`config.mk`:
```
export PLATFORM = sky130hd
export DESIGN_NAME = alu_muldiv_flat
export DESIGN_NICKNAME = d
export VERILOG_FILES = /design/src/rtl/alu_muldiv_if.sv /design/src/rtl/alu_muldiv.sv /design/src/flat_wrapper.sv
export SDC_FILE = /design/constraint.sdc
export NUM_CORES = 1
export LEC_CHECK = 0
export ABC_AREA = 1
export CAP_MARGIN = 20
export CORE_MARGIN = 2
export CORE_UTILIZATION = 37
export CTS_BUF_LIST = sky130_fd_sc_hd__clkbuf_16
export DETAILED_ROUTE_END_ITERATION = 10
export MAX_ROUTING_LAYER = met4
export PLACE_DENSITY = 0.55
export SLEW_MARGIN = 10
export SYNTH_ARGS = -nofsm -noshare
export SYNTH_HDL_FRONTEND = slang
export SYNTH_SLANG_ARGS = --single-unit
```
`constraint.sdc`:
```
create_clock -name clk -period 10.7 [get_ports clk]
set_input_delay 2.675 -clock clk [delete_from_list [all_inputs] [get_ports clk]]
set_output_delay 2.675 -clock clk [all_outputs]
set_load 0.005 [all_outputs]
```
`src/rtl/alu_muldiv_if.sv`:
```
// Request/response bundle for the iterative RV32M multiply/divide unit.
// The master side issues operations and consumes results. The slave side is the unit itself.
interface alu_muldiv_if #(
    parameter int XLEN  = 32,
    parameter int TAG_W = 5
);
    logic             in_valid;
    logic             in_ready;
    logic [2:0]       in_funct3;
    logic [XLEN-1:0]  in_a;
    logic [XLEN-1:0]  in_b;
    logic [TAG_W-1:0] in_tag;
    logic             out_valid;
    logic             out_ready;
    logic [XLEN-1:0]  out_result;
    logic [TAG_W-1:0] out_tag;

    modport master (
        output in_valid, in_funct3, in_a, in_b, in_tag, out_ready,
        input  in_ready, out_valid, out_result, out_tag
    );

    modport slave (
        input  in_valid, in_funct3, in_a, in_b, in_tag, out_ready,
        output in_ready, out_valid, out_result, out_tag
    );
endinterface

```
`src/rtl/alu_muldiv.sv`:
```
// Iterative RV32M multiply/divide unit: shift-add multiply and restoring divide, one bit per cycle.
// Define ALU_MULDIV_FAST_MUL_EN to replace the iterative multiply with a single-cycle multiplier.
module alu_muldiv #(
    parameter int XLEN  = 32,
    parameter int TAG_W = 5
) (
    input  logic        clk,
    input  logic        rst_n,
    input  logic        flush,
    alu_muldiv_if.slave bus
);
    localparam int CNT_W = $clog2(XLEN);

    typedef enum logic [1:0] {IDLE, BUSY, DONE} state_t;

    state_t             state_q, state_d;
    logic [CNT_W-1:0]   count_q, count_d;
    logic [2:0]         funct3_q, funct3_d;
    logic [TAG_W-1:0]   tag_q, tag_d;
    logic [XLEN-1:0]    opB_q, opB_d;
    logic [2*XLEN-1:0]  prod_q, prod_d;
    logic               negQ_q, negQ_d;
    logic               negR_q, negR_d;
    logic [XLEN-1:0]    result_q, result_d;

    logic               signedA, signedB, aNeg, bNeg;
    logic [XLEN-1:0]    magA, magB;
    logic               isDiv, divZero, divOverflow;
    logic [XLEN:0]      mulSum, divShift, divDiff;
    logic [2*XLEN-1:0]  mulNext, divNext, stepNext, prodFix;
    logic [XLEN-1:0]    quoFix, remFix, finalResult;

    // Operand decode at accept: sign flags and magnitudes for the chosen signedness.
    always_comb begin
        signedA     = (bus.in_funct3 == 3'b001) || (bus.in_funct3 == 3'b010) ||
                      (bus.in_funct3 == 3'b100) || (bus.in_funct3 == 3'b110);
        signedB     = (bus.in_funct3 == 3'b001) || (bus.in_funct3 == 3'b100) ||
                      (bus.in_funct3 == 3'b110);
        aNeg        = signedA && bus.in_a[XLEN-1];
        bNeg        = signedB && bus.in_b[XLEN-1];
        magA        = aNeg ? -bus.in_a : bus.in_a;
        magB        = bNeg ? -bus.in_b : bus.in_b;
        isDiv       = bus.in_funct3[2];
        divZero     = (bus.in_b == '0);
        divOverflow = signedB && isDiv &&
                      (bus.in_a == {1'b1, {(XLEN-1){1'b0}}}) && (bus.in_b == '1);
    end

    // prod_q holds {accumulator, multiplier} for multiply and {remainder, quotient} for divide.
    always_comb begin
        mulSum   = {1'b0, prod_q[2*XLEN-1:XLEN]} +
                   (prod_q[0] ? {1'b0, opB_q} : {(XLEN+1){1'b0}});
        mulNext  = {mulSum, prod_q[XLEN-1:1]};
        divShift = prod_q[2*XLEN-1:XLEN-1];
        divDiff  = divShift - {1'b0, opB_q};
        divNext  = divDiff[XLEN] ? {divShift[XLEN-1:0], prod_q[XLEN-2:0], 1'b0}
                                 : {divDiff[XLEN-1:0], prod_q[XLEN-2:0], 1'b1};
        stepNext = funct3_q[2] ? divNext : mulNext;
    end

    always_comb begin
        prodFix     = negQ_q ? -stepNext : stepNext;
        quoFix      = negQ_q ? -stepNext[XLEN-1:0] : stepNext[XLEN-1:0];
        remFix      = negR_q ? -stepNext[2*XLEN-1:XLEN] : stepNext[2*XLEN-1:XLEN];
        finalResult = remFix;
        case (funct3_q)
            3'b000:                 finalResult = prodFix[XLEN-1:0];
            3'b001, 3'b010, 3'b011: finalResult = prodFix[2*XLEN-1:XLEN];
            3'b100, 3'b101:         finalResult = quoFix;
            default:                finalResult = remFix;
        endcase
    end

`ifdef ALU_MULDIV_FAST_MUL_EN
    logic [2*XLEN-1:0] fastProd;

    always_comb begin
        fastProd = {{XLEN{aNeg}}, bus.in_a} * {{XLEN{bNeg}}, bus.in_b};
    end
`endif

    assign bus.in_ready   = (state_q == IDLE) && !flush;
    assign bus.out_valid  = (state_q == DONE);
    assign bus.out_result = result_q;
    assign bus.out_tag    = tag_q;

    // Flush wins over everything, including a same-cycle request or result handshake.
    always_comb begin
        state_d  = state_q;
        count_d  = count_q;
        funct3_d = funct3_q;
        tag_d    = tag_q;
        opB_d    = opB_q;
        prod_d   = prod_q;
        negQ_d   = negQ_q;
        negR_d   = negR_q;
        result_d = result_q;
        if (flush) begin
            state_d = IDLE;
        end else begin
            case (state_q)
                IDLE: begin
                    if (bus.in_valid) begin
                        funct3_d = bus.in_funct3;
                        tag_d    = bus.in_tag;
                        opB_d    = magB;
                        prod_d   = {{XLEN{1'b0}}, magA};
                        negQ_d   = aNeg ^ bNeg;
                        negR_d   = aNeg;
                        count_d  = CNT_W'(XLEN - 1);
                        state_d  = BUSY;
                        if (isDiv && divZero) begin
                            result_d = bus.in_funct3[1] ? bus.in_a : '1;
                            state_d  = DONE;
                        end else if (divOverflow) begin
                            result_d = bus.in_funct3[1] ? '0 : bus.in_a;
                            state_d  = DONE;
`ifdef ALU_MULDIV_FAST_MUL_EN
                        end else if (!isDiv) begin
                            result_d = (bus.in_funct3 == 3'b000) ? fastProd[XLEN-1:0]
                                                                 : fastProd[2*XLEN-1:XLEN];
                            state_d  = DONE;
`endif
                        end
                    end
                end
                BUSY: begin
                    prod_d = stepNext;
                    if (count_q == '0) begin
                        result_d = finalResult;
                        state_d  = DONE;
                    end else begin
                        count_d = count_q - 1'b1;
                    end
                end
                DONE: begin
                    if (bus.out_ready) begin
                        state_d = IDLE;
                    end
                end
                default: state_d = IDLE;
            endcase
        end
    end

    always_ff @(posedge clk or negedge rst_n) begin
        if (!rst_n) begin
            state_q  <= IDLE;
            count_q  <= '0;
            funct3_q <= '0;
            tag_q    <= '0;
            opB_q    <= '0;
            prod_q   <= '0;
            negQ_q   <= 1'b0;
            negR_q   <= 1'b0;
            result_q <= '0;
        end else begin
            state_q  <= state_d;
            count_q  <= count_d;
            funct3_q <= funct3_d;
            tag_q    <= tag_d;
            opB_q    <= opB_d;
            prod_q   <= prod_d;
            negQ_q   <= negQ_d;
            negR_q   <= negR_d;
            result_q <= result_d;
        end
    end
endmodule

```
`src/flat_wrapper.sv`:
```
// flat-port wrapper written by rule: the top's interface ports become plain ports
module alu_muldiv_flat 
#(
    parameter int XLEN  = 32,
    parameter int TAG_W = 5
)
  (clk, rst_n, flush, bus_in_valid, bus_in_funct3, bus_in_a, bus_in_b, bus_in_tag, bus_out_ready, bus_in_ready, bus_out_valid, bus_out_result, bus_out_tag);
  alu_muldiv_if #(.XLEN(XLEN), .TAG_W(TAG_W)) bus_i ();
  input  logic clk;
  input  logic rst_n;
  input  logic flush;
  input wire logic [$bits(bus_i.in_valid)-1:0] bus_in_valid;
  input wire logic [$bits(bus_i.in_funct3)-1:0] bus_in_funct3;
  input wire logic [$bits(bus_i.in_a)-1:0] bus_in_a;
  input wire logic [$bits(bus_i.in_b)-1:0] bus_in_b;
  input wire logic [$bits(bus_i.in_tag)-1:0] bus_in_tag;
  input wire logic [$bits(bus_i.out_ready)-1:0] bus_out_ready;
  output wire logic [$bits(bus_i.in_ready)-1:0] bus_in_ready;
  output wire logic [$bits(bus_i.out_valid)-1:0] bus_out_valid;
  output wire logic [$bits(bus_i.out_result)-1:0] bus_out_result;
  output wire logic [$bits(bus_i.out_tag)-1:0] bus_out_tag;
  assign bus_i.in_valid = bus_in_valid;
  assign bus_i.in_funct3 = bus_in_funct3;
  assign bus_i.in_a = bus_in_a;
  assign bus_i.in_b = bus_in_b;
  assign bus_i.in_tag = bus_in_tag;
  assign bus_i.out_ready = bus_out_ready;
  assign bus_in_ready = bus_i.in_ready;
  assign bus_out_valid = bus_i.out_valid;
  assign bus_out_result = bus_i.out_result;
  assign bus_out_tag = bus_i.out_tag;
  alu_muldiv #(.XLEN(XLEN), .TAG_W(TAG_W)) u_core (.clk(clk), .rst_n(rst_n), .flush(flush), .bus(bus_i));
endmodule
```
==> run_results.csv <==
group,metric,value,unit
placed_design,dpl_cell_area,19330,um2
worst_setup_path,critPathMaxFanout,4,
timing,slew_headroom,0.3137,
global_routing,grt_antenna_before_repair,0,
global_routing,use_met1,0.4520,
power,switching_power,4494,uW
clock_tree,path_clk_slew,70,ps
power,powerDensity,369.1,nW/um2
synth,synthTopCellsByCount,"nand2_1 (912), inv_1 (395), nor2_1 (300)",
timing,rsz0062_at_grt,"no",
synth,syn-cell-area,17720,um2
finish,final_cell_area,20000,um2
worst_setup_path,path_cells,"clkdlybuf4s50_1 > nor2_1 > clkdlybuf4s50_1",
synth,synth_top_flop_cell,"dfrtp_1",
timing,drv_slew,0,
floorplan,die_w,222.8,um
placed_design,place.gp.congestion,1.020,
drt,ant_nets,0,
timing,min_period,6458,ps
finish,syn2layout_area_growth,12.84,%
clock_tree,root_buffer,"clkbuf_16",
power,pwr-share-seq,0.147,
synth,syn_area_per_cell,5.820,um2
global_routing,grt_pass1_vias,19050,
synth,yosysWarnings,0,
global_routing,use_met3,0.05739,
synth,synthCells,3045,
drt,via_per_inst,5.545,
min_path,holdCritPathClass,"flip-flop to flip-flop",
synth,synthArstFlopShare,1.000,
finish,fill_cells,5162,
synth,yosysTopAreaCell,"dfrtp_1",
timing,hold_violations,0,
synth,yosysUniqueCellTypes,56,
floorplan,row_count,80,
worst_setup_path,critical_path_class,"primary input to primary output",
power,p_sw_frac,0.6090,
floorplan,coreArea,47550,um2
power,clkPwrFrac,0.096,
min_path,min_from,"u_core.bus.out_tag[3]",
global_routing,grt_busiest_layer,"met2",
clock_tree,clock_latency,490,ps
global_routing,grt_max_degree,94,
synth,synth_top_area_frac,0.2048,
timing,tightest_slew,1028,ps
finish,final_core_util,0.4206,
worst_setup_path,max_stage_delay,510,ps
status,run_status,"finished clean",
worst_setup_path,cp-end-kind,"primary output",
drt,vias,20650,
global_routing,grt_pass1_wl,116900,um
clock_tree,cts_max_path_buffers,2,
finish,instances_no_fill,3724,
global_routing,met2_usage,0.4722,
global_routing,grt_usage,0.3207,
synth,synth_most_common_cell,"nand2_1",
floorplan,start_util,0.3727,
timing,finalSetupViolations,0,
clock_tree,cts.sinks,145,
clock_tree,cts_tree,"built",
worst_setup_path,r2r_start,"u_core.opB_q[19]",
clock_tree,h-tree-depth,4,
worst_setup_path,path_common_cell,"clkdlybuf4s50_1",
placed_design,io_buffers,115,
worst_setup_path,cp.buffers_inverters,2,
worst_setup_path,worstSetupStartpointType,"primary input",
finish,antenna_cells,0,
flow_run,maxCapViolCount,0,
synth,synth-seq-cells,145,
timing,max_freq,154.8,MHz
timing,period_share,0.6036,
drt,wl,77520,um
drt,wl_per_cell,20.82,um
worst_setup_path,crit_start,"flush",
placed_design,place_inst,3692,
synth,syn_nets,3195,
worst_setup_path,critPathTopFamily,"buffers and inverters",
finish,drive_gt1_frac,0.06079,
power,p_int,2886,uW
synth,ys_seq_area_frac,0.2048,
floorplan,dieArea,49660,um2
drt,drc,0,
worst_setup_path,critical_path_arrival,3780,ps
power,vdd_drop_max,0.0002244,V
timing,fin_skew,23.76,ps
clock_tree,cts-buffers-inserted,17,
global_routing,overflow,0,
clock_tree,cts_resized,0,
worst_setup_path,slowest_stage,"clkdlybuf4s50_1",
clock_tree,ctsHoldBuffers,0,
drt,dr.first_iter.drc_count,2400,
drt,drt-pass1-iter-count,8,
timing,fin_tns_setup,0,ps
floorplan,floorplan.io_pins,116,
finish,num-nets-final,3246,
placed_design,dp_hpwl,62530,um
clock_tree,postCtsSetupRepairBufs,0,
power,p_leak,0.009998,uW
power,combPwrFrac,0.757,
synth,synth_enable_flop_cells,0,
synth,yosys-top-cells-area,"dfrtp_1 (20%), nand2_1 (19%), inv_1 (8.4%)",
floorplan,die_y,222.8,um
worst_setup_path,required,8030,ps
timing,holdWs,471.6,ps
==> layer usage <==
layer / up-vias / part of all wire
met4: 0 / 0.023
met2: 919 / 0.43
met3: 90 / 0.083
met1: 9689 / 0.46
li1: 9950 / -
met5: - / 0
==> path summary, 6_finish.rpt <==
| check | to | slack, ps | cells past startpoint |
|---|---|---|---|
| max | bus_in_ready | 4240 | 3 |
| min | u_core.bus.out_tag[3] | 470 | 2 |
| max reg2reg | u_core.bus.out_result[2] | 4920 | 32 |
| min reg2reg | u_core.bus.out_tag[3] | 470 | 2 |
| max in group asynchronous | u_core.bus.out_tag[1] | 7090 | 2 |
| min in group asynchronous | u_core.bus.out_result[28] | 2210 | 1 |
==> kinds of logic (layout without fill, tap and decap cells) <==
logic type / Yosys count / after routing / synth area share
AO/OA/AOI/OAI: 539 / 539 / 0.1675
buffers and inverters: 518 / 582 / 0.1159
flip-flops: 145 / 145 / 0.2048
AND/OR/NAND/NOR: 1675 / 1675 / 0.4126
adder cells (fa/ha/maj): 73 / 73 / 0.05239
XOR/XNOR: 95 / 95 / 0.04695
==> placed cells by master (no fill, tap or decap), types with 43 or more instances in the layout <==
cell type        netlist  final
nand2_1              912    912
inv_1                395    397
nor2_1               300    297
o21ai_0              253    253
nand3_1              238    238
a21oi_1              156    156
dfrtp_1              145    143
clkdlybuf4s50_1        0    114
xor2_1                74     74
ha_1                  71     71
nor3_1                43     43
==> layout make-up <==
type	count	area, um2	area share
multi-input cells	2382	12060	0.6030
flip-flops and latches	145	3633	0.1817
inverters	414	1554	0.07772
repair buffers	136	1318	0.06589
well taps	615	769.5	0.03848
clock buffers	17	425.4	0.02128
clock inverters	15	239.0	0.01195
==> tightest hold or removal path, cell delays in order, from the launching register on <==
cell and delay (ps):
dfrtp_1 340, nand2_1 50, nand2_1 50
==> through the flow <==
step | power, uW | worst slack (ps)
6_report | 7380 | 4242
5_1_grt | 7988 | 4142
4_1_cts | 7287 | 4238
3_5_place_dp | 6551 | 4024
3_3_place_gp | 6524 | 4120
2_1_floorplan | 4793 | 5244
==> flip-flops by register name, indices dropped and copies added (netlist names) <==
signal,flops
u_core.bus.out_tag,5
u_core.negQ_q,1
u_core.opB_q,32
u_core.bus.out_result,32
u_core.negR_q,1
u_core.state_q,2
u_core.count_q,5
u_core.funct3_q,3
u_core.prod_q,64
==> power groups by stage <==
stage               combinational, uW  sequential [uW]  clock, uW
finish                           5590             1090        707
global route                     6140             1110        737
CTS                              5490             1080        720
detailed placement               5460             1090          0
global placement                 5440             1090          0
floorplan                        3860              932          0
(Power assumes the default switching activity.)
